==> config.mk <==
export PLATFORM = sky130hd
export DESIGN_NAME = pipe_hazard_ctrl
export DESIGN_NICKNAME = d
export VERILOG_FILES = /design/src/rtl/pipe_hazard_ctrl.sv
export SDC_FILE = /design/constraint.sdc
export NUM_CORES = 1
export LEC_CHECK = 0
export ABC_CLOCK_PERIOD_IN_PS = 2600
export BUFFER_PORTS_ARGS = -buffer_cell sky130_fd_sc_hd__buf_2
export CAP_MARGIN = 10
export CORE_ASPECT_RATIO = 0.75
export CORE_MARGIN = 5
export CORE_UTILIZATION = 35
export DETAILED_ROUTE_END_ITERATION = 6
export PLACE_DENSITY_LB_ADDON = 0.15
export REMOVE_ABC_BUFFERS = 1
export SLEW_MARGIN = 0
export SYNTH_ARGS = -nofsm -noshare
export SYNTH_HDL_FRONTEND = slang
export SYNTH_SLANG_ARGS = --single-unit
==> constraint.sdc <==
create_clock -name clk_i -period 2.6 [get_ports clk_i]
set_clock_uncertainty 0.1 [all_clocks]
set_input_delay 0.13 -clock clk_i [delete_from_list [all_inputs] [get_ports clk_i]]
set_output_delay 0.13 -clock clk_i [all_outputs]
set_load 0.03 [all_outputs]
==> src/rtl/pipe_hazard_ctrl.sv <==
// Stall/flush sequencer for the 5-stage pipe: load-use, branch flush, DM wait, debug halt/step.
// Optional perf counters (stall_cnt_o, flush_cnt_o) when PIPE_PERF_CNT_EN is defined.
module pipe_hazard_ctrl #(
  parameter int unsigned REG_ADDR_W  = 5,
  parameter int unsigned MEM_TIMEOUT = 16
`ifdef PIPE_PERF_CNT_EN
  , parameter int unsigned CNT_W     = 16
`endif
) (
  input  logic                  clk_i,
  input  logic                  rst_n,
  input  logic [REG_ADDR_W-1:0] id_rs_i,
  input  logic [REG_ADDR_W-1:0] id_rt_i,
  input  logic                  ex_memread_i,
  input  logic [REG_ADDR_W-1:0] ex_rt_i,
  input  logic                  ex_br_taken_i,
  input  logic                  mem_req_i,
  input  logic                  mem_ready_i,
  input  logic                  dbg_halt_i,
  input  logic                  dbg_step_i,
  output logic                  pc_write_o,
  output logic                  if_id_write_o,
  output logic                  if_id_flush_o,
  output logic                  id_ex_write_o,
  output logic                  id_ex_flush_o,
  output logic                  ex_mem_write_o,
  output logic                  mem_wb_write_o,
  output logic                  mem_wb_bubble_o,
  output logic                  halted_o,
  output logic                  timeout_err_o
`ifdef PIPE_PERF_CNT_EN
  , output logic [CNT_W-1:0]    stall_cnt_o
  , output logic [CNT_W-1:0]    flush_cnt_o
`endif
);

  localparam int unsigned WAIT_W = $clog2(MEM_TIMEOUT + 1);
  localparam logic [WAIT_W-1:0] WAIT_MAX  = WAIT_W'(MEM_TIMEOUT);
  localparam logic [WAIT_W-1:0] WAIT_LAST = WAIT_W'(MEM_TIMEOUT - 1);

  typedef enum logic [1:0] {RUN, MEM_WAIT, HALTED, STEP} state_t;

  state_t            state, state_next;
  logic              ret_halt, ret_halt_next;
  logic [WAIT_W-1:0] wait_cnt;
  logic              mem_stall, load_use;
  logic              stall_evt, lu_evt, flush_evt;

  assign mem_stall = mem_req_i & ~mem_ready_i;
  assign load_use  = ex_memread_i && (ex_rt_i != '0) &&
                     ((ex_rt_i == id_rs_i) || (ex_rt_i == id_rt_i));

  // Outputs are gated by rst_n so they reach reset values without waiting for an edge.
  always_comb begin
    pc_write_o      = 1'b0;
    if_id_write_o   = 1'b0;
    if_id_flush_o   = 1'b0;
    id_ex_write_o   = 1'b0;
    id_ex_flush_o   = 1'b0;
    ex_mem_write_o  = 1'b0;
    mem_wb_write_o  = 1'b0;
    mem_wb_bubble_o = 1'b0;
    halted_o        = 1'b0;
    state_next      = state;
    ret_halt_next   = ret_halt;
    stall_evt       = 1'b0;
    lu_evt          = 1'b0;
    flush_evt       = 1'b0;
    if (rst_n) begin
      if (state == HALTED) begin
        halted_o = 1'b1;
        if (!dbg_halt_i)     state_next = RUN;
        else if (dbg_step_i) state_next = STEP;
      end else if (mem_stall) begin
        mem_wb_write_o  = 1'b1;
        mem_wb_bubble_o = 1'b1;
        stall_evt       = 1'b1;
        if (state != MEM_WAIT) begin
          state_next    = MEM_WAIT;
          ret_halt_next = (state == STEP);
        end
      end else begin
        pc_write_o     = 1'b1;
        if_id_write_o  = 1'b1;
        id_ex_write_o  = 1'b1;
        ex_mem_write_o = 1'b1;
        mem_wb_write_o = 1'b1;
        if (ex_br_taken_i) begin
          if_id_flush_o = 1'b1;
          id_ex_flush_o = 1'b1;
          flush_evt     = 1'b1;
        end else if (load_use) begin
          pc_write_o    = 1'b0;
          if_id_write_o = 1'b0;
          id_ex_flush_o = 1'b1;
          lu_evt        = 1'b1;
        end
        // A wait entered from STEP always lands back in HALTED.
        unique case (state)
          STEP:     state_next = HALTED;
          MEM_WAIT: begin
            state_next    = (ret_halt || dbg_halt_i) ? HALTED : RUN;
            ret_halt_next = 1'b0;
          end
          default:  state_next = dbg_halt_i ? HALTED : RUN;
        endcase
      end
    end
  end

  always_ff @(posedge clk_i or negedge rst_n) begin
    if (!rst_n) begin
      state         <= RUN;
      ret_halt      <= 1'b0;
      wait_cnt      <= '0;
      timeout_err_o <= 1'b0;
    end else begin
      state    <= state_next;
      ret_halt <= ret_halt_next;
      if (stall_evt) begin
        if (wait_cnt != WAIT_MAX) wait_cnt <= wait_cnt + 1'b1;
        if (wait_cnt >= WAIT_LAST) timeout_err_o <= 1'b1;
      end else begin
        wait_cnt <= '0;
      end
    end
  end

`ifdef PIPE_PERF_CNT_EN
  always_ff @(posedge clk_i or negedge rst_n) begin
    if (!rst_n) begin
      stall_cnt_o <= '0;
      flush_cnt_o <= '0;
    end else if (state != HALTED) begin
      if ((stall_evt || lu_evt) && (stall_cnt_o != '1)) stall_cnt_o <= stall_cnt_o + 1'b1;
      if (flush_evt && (flush_cnt_o != '1))             flush_cnt_o <= flush_cnt_o + 1'b1;
    end
  end
`endif

endmodule
==> results of run 1 <==
-- final cells by class --
class / count / area [um2] / area share [%]
timing repair buffer: 33 / 170 / 19.3
tap: 22 / 27.5 / 3.12
inverter: 10 / 37.5 / 4.25
clock buffer: 4 / 26.3 / 2.97
multi-input combinational: 61 / 397 / 44.9
sequential: 9 / 225 / 25.5
-- cells by family after synthesis --
kind of cell | count (synthesis) | share of synthesized area (%)
AND/OR/NAND/NOR | 28 | 20.0
AO/OA/AOI/OAI | 16 | 14.8
XOR/XNOR | 13 | 16.9
buffers and inverters | 12 | 7.79
flip-flops | 9 | 33.4
adder cells (fa/ha/maj) | 3 | 5.57
multiplexers | 1 | 1.48
-- metal layers --
layer / vias to the layer above / wire length [um] / GRT usage (%)
li1: 342 / - / -
met1: 275 / 689 / 15.4
met2: 22 / 692 / 16.8
met3: 2 / 138 / 5.12
met4: 0 / 18 / 3.90
met5: - / 0 / 0
-- worst register-to-register path: stages (launching register included) --
cell,delay (ns)
dfrtp_1,0.39
inv_1,0.09
ha_1,0.16
nand2_1,0.06
nor3_2,0.31
mux2i_1,0.23
nor2_1,0.06
-- power groups by stage --
stage,Sequential [mW],Clock (mW),Combinational (mW)
after floorplan,0.172,0,0.119
after global placement,0.176,0,0.176
after detailed placement,0.175,0,0.178
after CTS,0.173,0.113,0.180
after global routing,0.179,0.123,0.198
final,0.174,0.107,0.177
-- flip-flops by register name, indices dropped and copies added, names as in the netlist --
register / cells
state: 2
wait_cnt: 5
ret_halt: 1
timeout_err_o: 1
-- repair_timing --
item / CTS / global route
resized for setup: 0 / 0
hold buffers: 1 / 0
hold endpoints to repair: 9 / 0
-- synth_stat cells --
cell / count / area [um2]
mux2i_1: 1 / 10.0
o31a_2: 1 / 10.0
nor2b_1: 1 / 6.26
nand3_1: 2 / 10.0
ha_1: 3 / 37.5
inv_1: 10 / 37.5
xnor2_1: 3 / 26.3
buf_4: 2 / 15.0
xor2_1: 10 / 87.6
nand2_1: 5 / 18.8
nand2b_1: 2 / 12.5
and3_1: 1 / 6.26
nor3_1: 6 / 30.0
a21o_1: 2 / 15.0
o21ai_2: 1 / 8.76
o21ai_0: 4 / 20.0
a22oi_1: 1 / 7.51
o22ai_1: 1 / 6.26
nor3_2: 1 / 10.0
o31ai_1: 1 / 7.51
dfrtp_1: 9 / 225
or4_1: 1 / 7.51
nor2_1: 9 / 33.8
a21oi_1: 5 / 25.0
-- metrics by stage --
stage | hold WS (ns) | setup slack (ns) | power (mW) | area [um2] | util [%]
after floorplan | -0.266 | 0.386 | 0.291 | 659 | -
after global placement | -0.0622 | 1.08 | 0.352 | 847 | 47.3
after detailed placement | -0.0641 | 1.07 | 0.353 | 847 | 47.3
after CTS | 0.0427 | 0.524 | 0.466 | 883 | 49.4
after global routing | 0.0612 | 0.326 | 0.500 | 883 | 49.4
final | 0.0462 | 0.568 | 0.457 | 883 | 49.4
-- worst min-delay path by stage --
stage	from	to	slack, ns	cells after the start
after floorplan	rst_n	ret_halt	-0.27	0
after global placement	rst_n	state[1]	-0.06	1
after detailed placement	rst_n	wait_cnt[1]	-0.06	1
after CTS	dbg_halt_i	state[1]	0.04	3
after global routing	dbg_halt_i	state[1]	0.06	3
final	dbg_halt_i	state[1]	0.05	3
==> reports/results.tsv, run 1 <==
metric	value	unit
initial antenna violation count	0	
Clock Power Share	23.4	%
post-synthesis sequential area ratio	33.4	%
delay-heaviest family, CP	buffers and inverters	
r2r worst-path depth	6	
largest net degree at the start of global routing	17	
fmax	492	MHz
commonest non-fill, non-tap cells in the layout	buf_2, inv_1, xor2_1, nor2_1, dfrtp_1	
Crit path depth	9	
Int Power	0.281	mW
reg2reg setup slack	1.08	ns
total gr overflow	0	
ANT nets after route	0	
Cell variety after synth	24	
RSZ-0062 raised after global routing	false	
crit end category	output port	
die footprint	2910	um2
crit-path cells	dlygate4sd3_1 -> buf_2 -> inv_1 -> a21oi_1 -> nand2_1 -> inv_1 -> nand2_1 -> o31ai_1 -> buf_2	
mean area per synthesized cell	8.22	um2
num ports	33	
Critical Path AT	1.80	ns
fillers	197	
Post-CTS Setup Inserts	0	
Gate Count Post-Synth	82	
clock transition at the registers of the reported paths	0.06	ns
GPL Wtd Cong	0.781	
RR Endpoint	wait_cnt[1]	
Worst Setup EP	id_ex_flush_o	
yosys warns	0	
CTS Buffer Depth	2	
share of layout cells above drive strength 1	32.5	%
CTS Buf Count	3	
vias in the first global route	611	
GRT Resource Usage Total	11.6	%
kind of critical path	in -> out	
violation count after the first detailed-route iteration	12	
slew margin rel.	73.8	%
Slew Limit Fails	0	
final period utilization	78.1	%
net switching power	0.176	mW
H-tree levels	1	
Clk Latency, worst-skew pair	0.26	ns
CP Max Fanout	16	
min Tclk post-route	2.03	ns
Worst-Margin Slew	0.390	ns
# rows	13	
Non-Filler Instances	139	
P_leak	0.476	nW
I/O Buffers	32	
first-pass GRT wire length	2460	um
Core ar.	1790	um2
most common cell after layout, fill and taps aside	buf_2	
worst path bufs/invs	5	
Switching Fraction	38.5	%
dpl cells	134	
final wirelength	1540	um
Final Setup Violations	0	
DR pass1 iterations	4	
slowest CP cell	dlygate4sd3_1	
CTS tree	yes	
# DRC	0	
Setup TNS	0	ns
CTS root buffer	clkbuf_4	
Via density	4.61	
DP HPWL	1280	um
logic gate share of total power	38.6	%
PD cells	518	nW/um2
# clock sinks	9	
NumNets Final	144	
worst r2r src	wait_cnt[0]	
Worst path max stage delay	0.52	ns
Die H	48.0	um
Die X	60.7	um
crit path from	rst_n	
Req. time, crit path	2.37	ns
max cap viols	0	
total vias in the final route	641	
diode count	0	
worst hold path type	in -> reg	
post-synthesis instance area	674	um2
drt wl/cell	11.1	um
#FFs+latches synth	9	
startpoint class of the critical path	input pin	
status	finished clean	
Final Hold Violating Endpoints	0	
Starting Density	37.7	%
Layout area overhead	31.0	%
part of the power in registers	38.0	%
Max IR drop VDD	367	uV
(Power assumes the default switching activity.)
==> inputs of run 2 (changes only) <==
--- a/config.mk
+++ b/config.mk
@@ -5,7 +5,8 @@
 export SDC_FILE = /design/constraint.sdc
 export NUM_CORES = 1
 export LEC_CHECK = 0
-export ABC_CLOCK_PERIOD_IN_PS = 2600
+export ABC_AREA = 1
+export ABC_CLOCK_PERIOD_IN_PS = 2100
 export BUFFER_PORTS_ARGS = -buffer_cell sky130_fd_sc_hd__buf_2
 export CAP_MARGIN = 10
 export CORE_ASPECT_RATIO = 0.75
==> constraint.sdc (replaced) <==
create_clock -name clk_i -period 2.1 [get_ports clk_i]
set_clock_uncertainty 0.1 [all_clocks]
set_input_delay 0.105 -clock clk_i [delete_from_list [all_inputs] [get_ports clk_i]]
set_output_delay 0.105 -clock clk_i [all_outputs]
set_load 0.03 [all_outputs]
==> run 2 against run 1 <==
Register-to-register slack got worse by 0.33 ns. Synthesized area rose by 19%. Via count rose by 28%. Sequential power rose by 14%. Combinational power rose by 28%. Synthesized cell count rose by 54%. Clock power rose by 29%. Clock-buffer cell count did not move. Core utilization fell by 4.3 points. Highest routed layer unchanged.
==> reports/results.tsv, run 2 <==
metric	value	unit	change
Final Hold Violating Endpoints	0		unchanged
Post-CTS Setup Inserts	0		unchanged
Max IR drop VDD	287	uV	was 367 uV
vias in the first global route	787		was 611
Layout area overhead	26.5	%	was 31.0%
GRT Resource Usage Total	11.8	%	was 11.6%
max cap viols	0		unchanged
DP HPWL	1560	um	was 1280 um
most common cell after layout, fill and taps aside	nand2_1		was buf_2
number of synthesized flops with an enable pin	0		unchanged
NumNets Final	188		was 144
# rows	15		was 13
CTS Buffer Depth	2		unchanged
min Tclk post-route	1.81	ns	
status	finished clean		unchanged
Req. time, crit path	1.89	ns	was 2.37 ns
hold-fix buffers at CTS	1		unchanged
Synth Area in XOR/XNOR	2.18	%	was 16.9%
met1 Resource Use GR	14.9	%	was 15.4%
final core utilization	45.1	%	was 49.4%
RSZ-0062 raised after global routing	false		unchanged
area fraction in compound gates after synthesis	7.49	%	was 14.8%
CTS tree	yes		unchanged
Core ar.	2250	um2	was 1790 um2
largest family of logic cells by synthesized area	simple AND/OR/NAND/NOR gates		unchanged
# DRC	0		unchanged
share of layout cells above drive strength 1	29.8	%	was 32.5%
drt wl/cell	9.81	um	was 11.1 um
startpoint class of the critical path	input pin		unchanged
Via density	4.40		was 4.61
Slew Limit Fails	0		unchanged
post-synthesis mux area share	0	%	was 1.48%
Setup TNS	0	ns	unchanged
num ports	33		unchanged
diode count	0		unchanged
final period utilization	86.2	%	
max reg flops	5		unchanged
yosys warns	0		unchanged
worst hold path type	in -> reg		unchanged
CTS Buf Count	3		unchanged
commonest non-fill, non-tap cells in the layout	nand2_1, buf_2, inv_1, nor2_1, dfrtp_1		was buf_2, inv_1, xor2_1, nor2_1, dfrtp_1
crit end category	output port		unchanged
largest area contributor in the synthesized netlist	dfrtp_1		unchanged
Clk Latency, worst-skew pair	0.26	ns	about the same
H-tree levels	1		unchanged
GR Util met3	4.84	%	was 5.12%
grt met2 use	18.8	%	was 16.8%
Worst path max stage delay	0.52	ns	about the same
slowest CP cell	dlygate4sd3_1		unchanged
final wirelength	1820	um	was 1540 um
Most Used Layer, Global Route	met2		unchanged
total gr overflow	0		unchanged
I/O Buffers	32		unchanged
Post-Synth Simple-Gate Area	43.5	%	was 20.0%
dpl cells	181		was 134
clock transition at the registers of the reported paths	0.06	ns	about the same
post-synthesis sequential area ratio	28.1	%	was 33.4%
CTS root buffer	clkbuf_4		unchanged
crit-path cells	dlygate4sd3_1 -> buf_2 -> nand2_4 -> nor2_2 -> nand2_1 -> nand2_1 -> buf_2		was dlygate4sd3_1 -> buf_2 -> inv_1 -> a21oi_1 -> nand2_1 -> inv_1 -> nand2_1 -> o31ai_1 -> buf_2
CP Max Fanout	12		was 16
Die X	65.3	um	was 60.7 um
Top Registers	wait_cnt x5, state x2		unchanged
# clock sinks	9		unchanged
Final Setup Violations	0		unchanged
PD cells	556	nW/um2	was 518 nW/um2
post-synthesis instance area	802	um2	was 674 um2
initial antenna violation count	0		unchanged
Starting Density	35.6	%	was 37.7%
Post-synth top cells	nand2_1, inv_1, nor2_1		was inv_1, xor2_1, dfrtp_1, nor2_1, nor3_1
Synth Area in Adders	4.68	%	was 5.57%
Post-CTS Resized	0		unchanged
first-pass GRT wire length	3090	um	was 2460 um
Worst-Margin Slew	0.282	ns	was 0.390 ns
top post-synthesis cells by area	dfrtp_1, nand2_1, inv_1, nor2_1, nand3_1		was dfrtp_1, xor2_1, ha_1, inv_1, nor2_1
Gate Count Post-Synth	126		was 82
P_leak	0.623	nW	was 0.476 nW
Cell variety after synth	21		was 24
slew margin rel.	81.2	%	was 73.8%
mean area per synthesized cell	6.37	um2	was 8.22 um2
Synth top area share	28.1	%	was 33.4%
DR pass1 iterations	4		unchanged
Die H	51.5	um	was 48.0 um
Post-synth top flop	dfrtp_1		unchanged
die footprint	3360	um2	was 2910 um2
total vias in the final route	818		was 641
#FFs+latches synth	9		unchanged
fmax	552	MHz	
ANT nets after route	0		unchanged
Non-Filler Instances	186		was 139
Post-synth ARST share	100	%	unchanged
violation count after the first detailed-route iteration	32		was 12
kind of critical path	in -> out		unchanged
Biggest register	wait_cnt		unchanged
Critical Path AT	1.61	ns	was 1.80 ns
most frequent cell after synthesis	nand2_1		
largest net degree at the start of global routing	13		was 17
GPL Wtd Cong	0.842		was 0.781
run 2: changes by cell type in the layout (fill, tap and decap cells not counted), sizes merged, moves of 2 or more:
cell    change
nand2      +38
inv        +16
xor2       -10
nor2        +9
nand3       +6
nor3        -6
a21oi       -3
a21o        -2
nand2b      -2
nand4       +2
nor3b       +2
o21ai       +2
run 2: cell type report:
| cell class | instances | area (um2) |
|---|---|---|
| clock buffer | 4 | 26.3 |
| fill | 246 | 1240 |
| inverter | 26 | 97.6 |
| multi-input combinational | 89 | 464 |
| sequential | 9 | 225 |
| tap | 25 | 31.3 |
| timing repair buffer | 33 | 170 |
run 2: per-stage QoR:
step | cell area, um2 | setup WS (ns) | total power, mW | hold slack [ns]
final | 1010 | 0.289 | 0.564 | 0.104
after global routing | 1010 | 0.113 | 0.604 | 0.150
after CTS | 1010 | 0.255 | 0.569 | 0.102
after detailed placement | 978 | 0.629 | 0.430 | -0.0975
after global placement | 978 | 0.703 | 0.425 | -0.0958
after floorplan | 787 | 0.0745 | 0.356 | -0.291
run 2: worst paths after layout:
path / startpoint / end / cells after the start / slack [ns]
setup / recovery: rst_n / pc_write_o / 7 / 0.29
hold / removal: dbg_halt_i / state[0] / 5 / 0.10
setup reg to reg: state[0] / state[1] / 6 / 0.75
hold reg to reg: timeout_err_o / timeout_err_o / 1 / 0.39
max in group asynchronous: rst_n / state[0] / 2 / 1.53
min in group asynchronous: rst_n / timeout_err_o / 2 / 0.15
run 2: routing by layer:
metal	wire length, um	up-vias	part of all wire, %
met2	772	21	42
met3	107	4	5.9
met4	21	0	1.2
met5	0	-	0
met1	922	342	51
li1	-	451	-
run 2: critical path, delay by kind of cell:
| kind | cells | cell delay [ns] |
|---|---|---|
| buffers and inverters | 3 | 0.99 |
| and+or+nand+nor | 4 | 0.51 |
run 2: logic make-up (layout without fill, tap and decap cells):
logic type,count (synthesis),count (layout)
compound gates,10,10
xor+xnor,2,2
fa+ha+maj,3,3
buf+inv,28,63
flops,9,9
simple gates,74,74
run 2: power breakdown:
part           switching [mW]  leakage (nW)  internal, mW
clock                  0.0651        0.0150        0.0734
combinational           0.153         0.485        0.0733
sequential             0.0114         0.122         0.187
total                   0.230         0.623         0.334
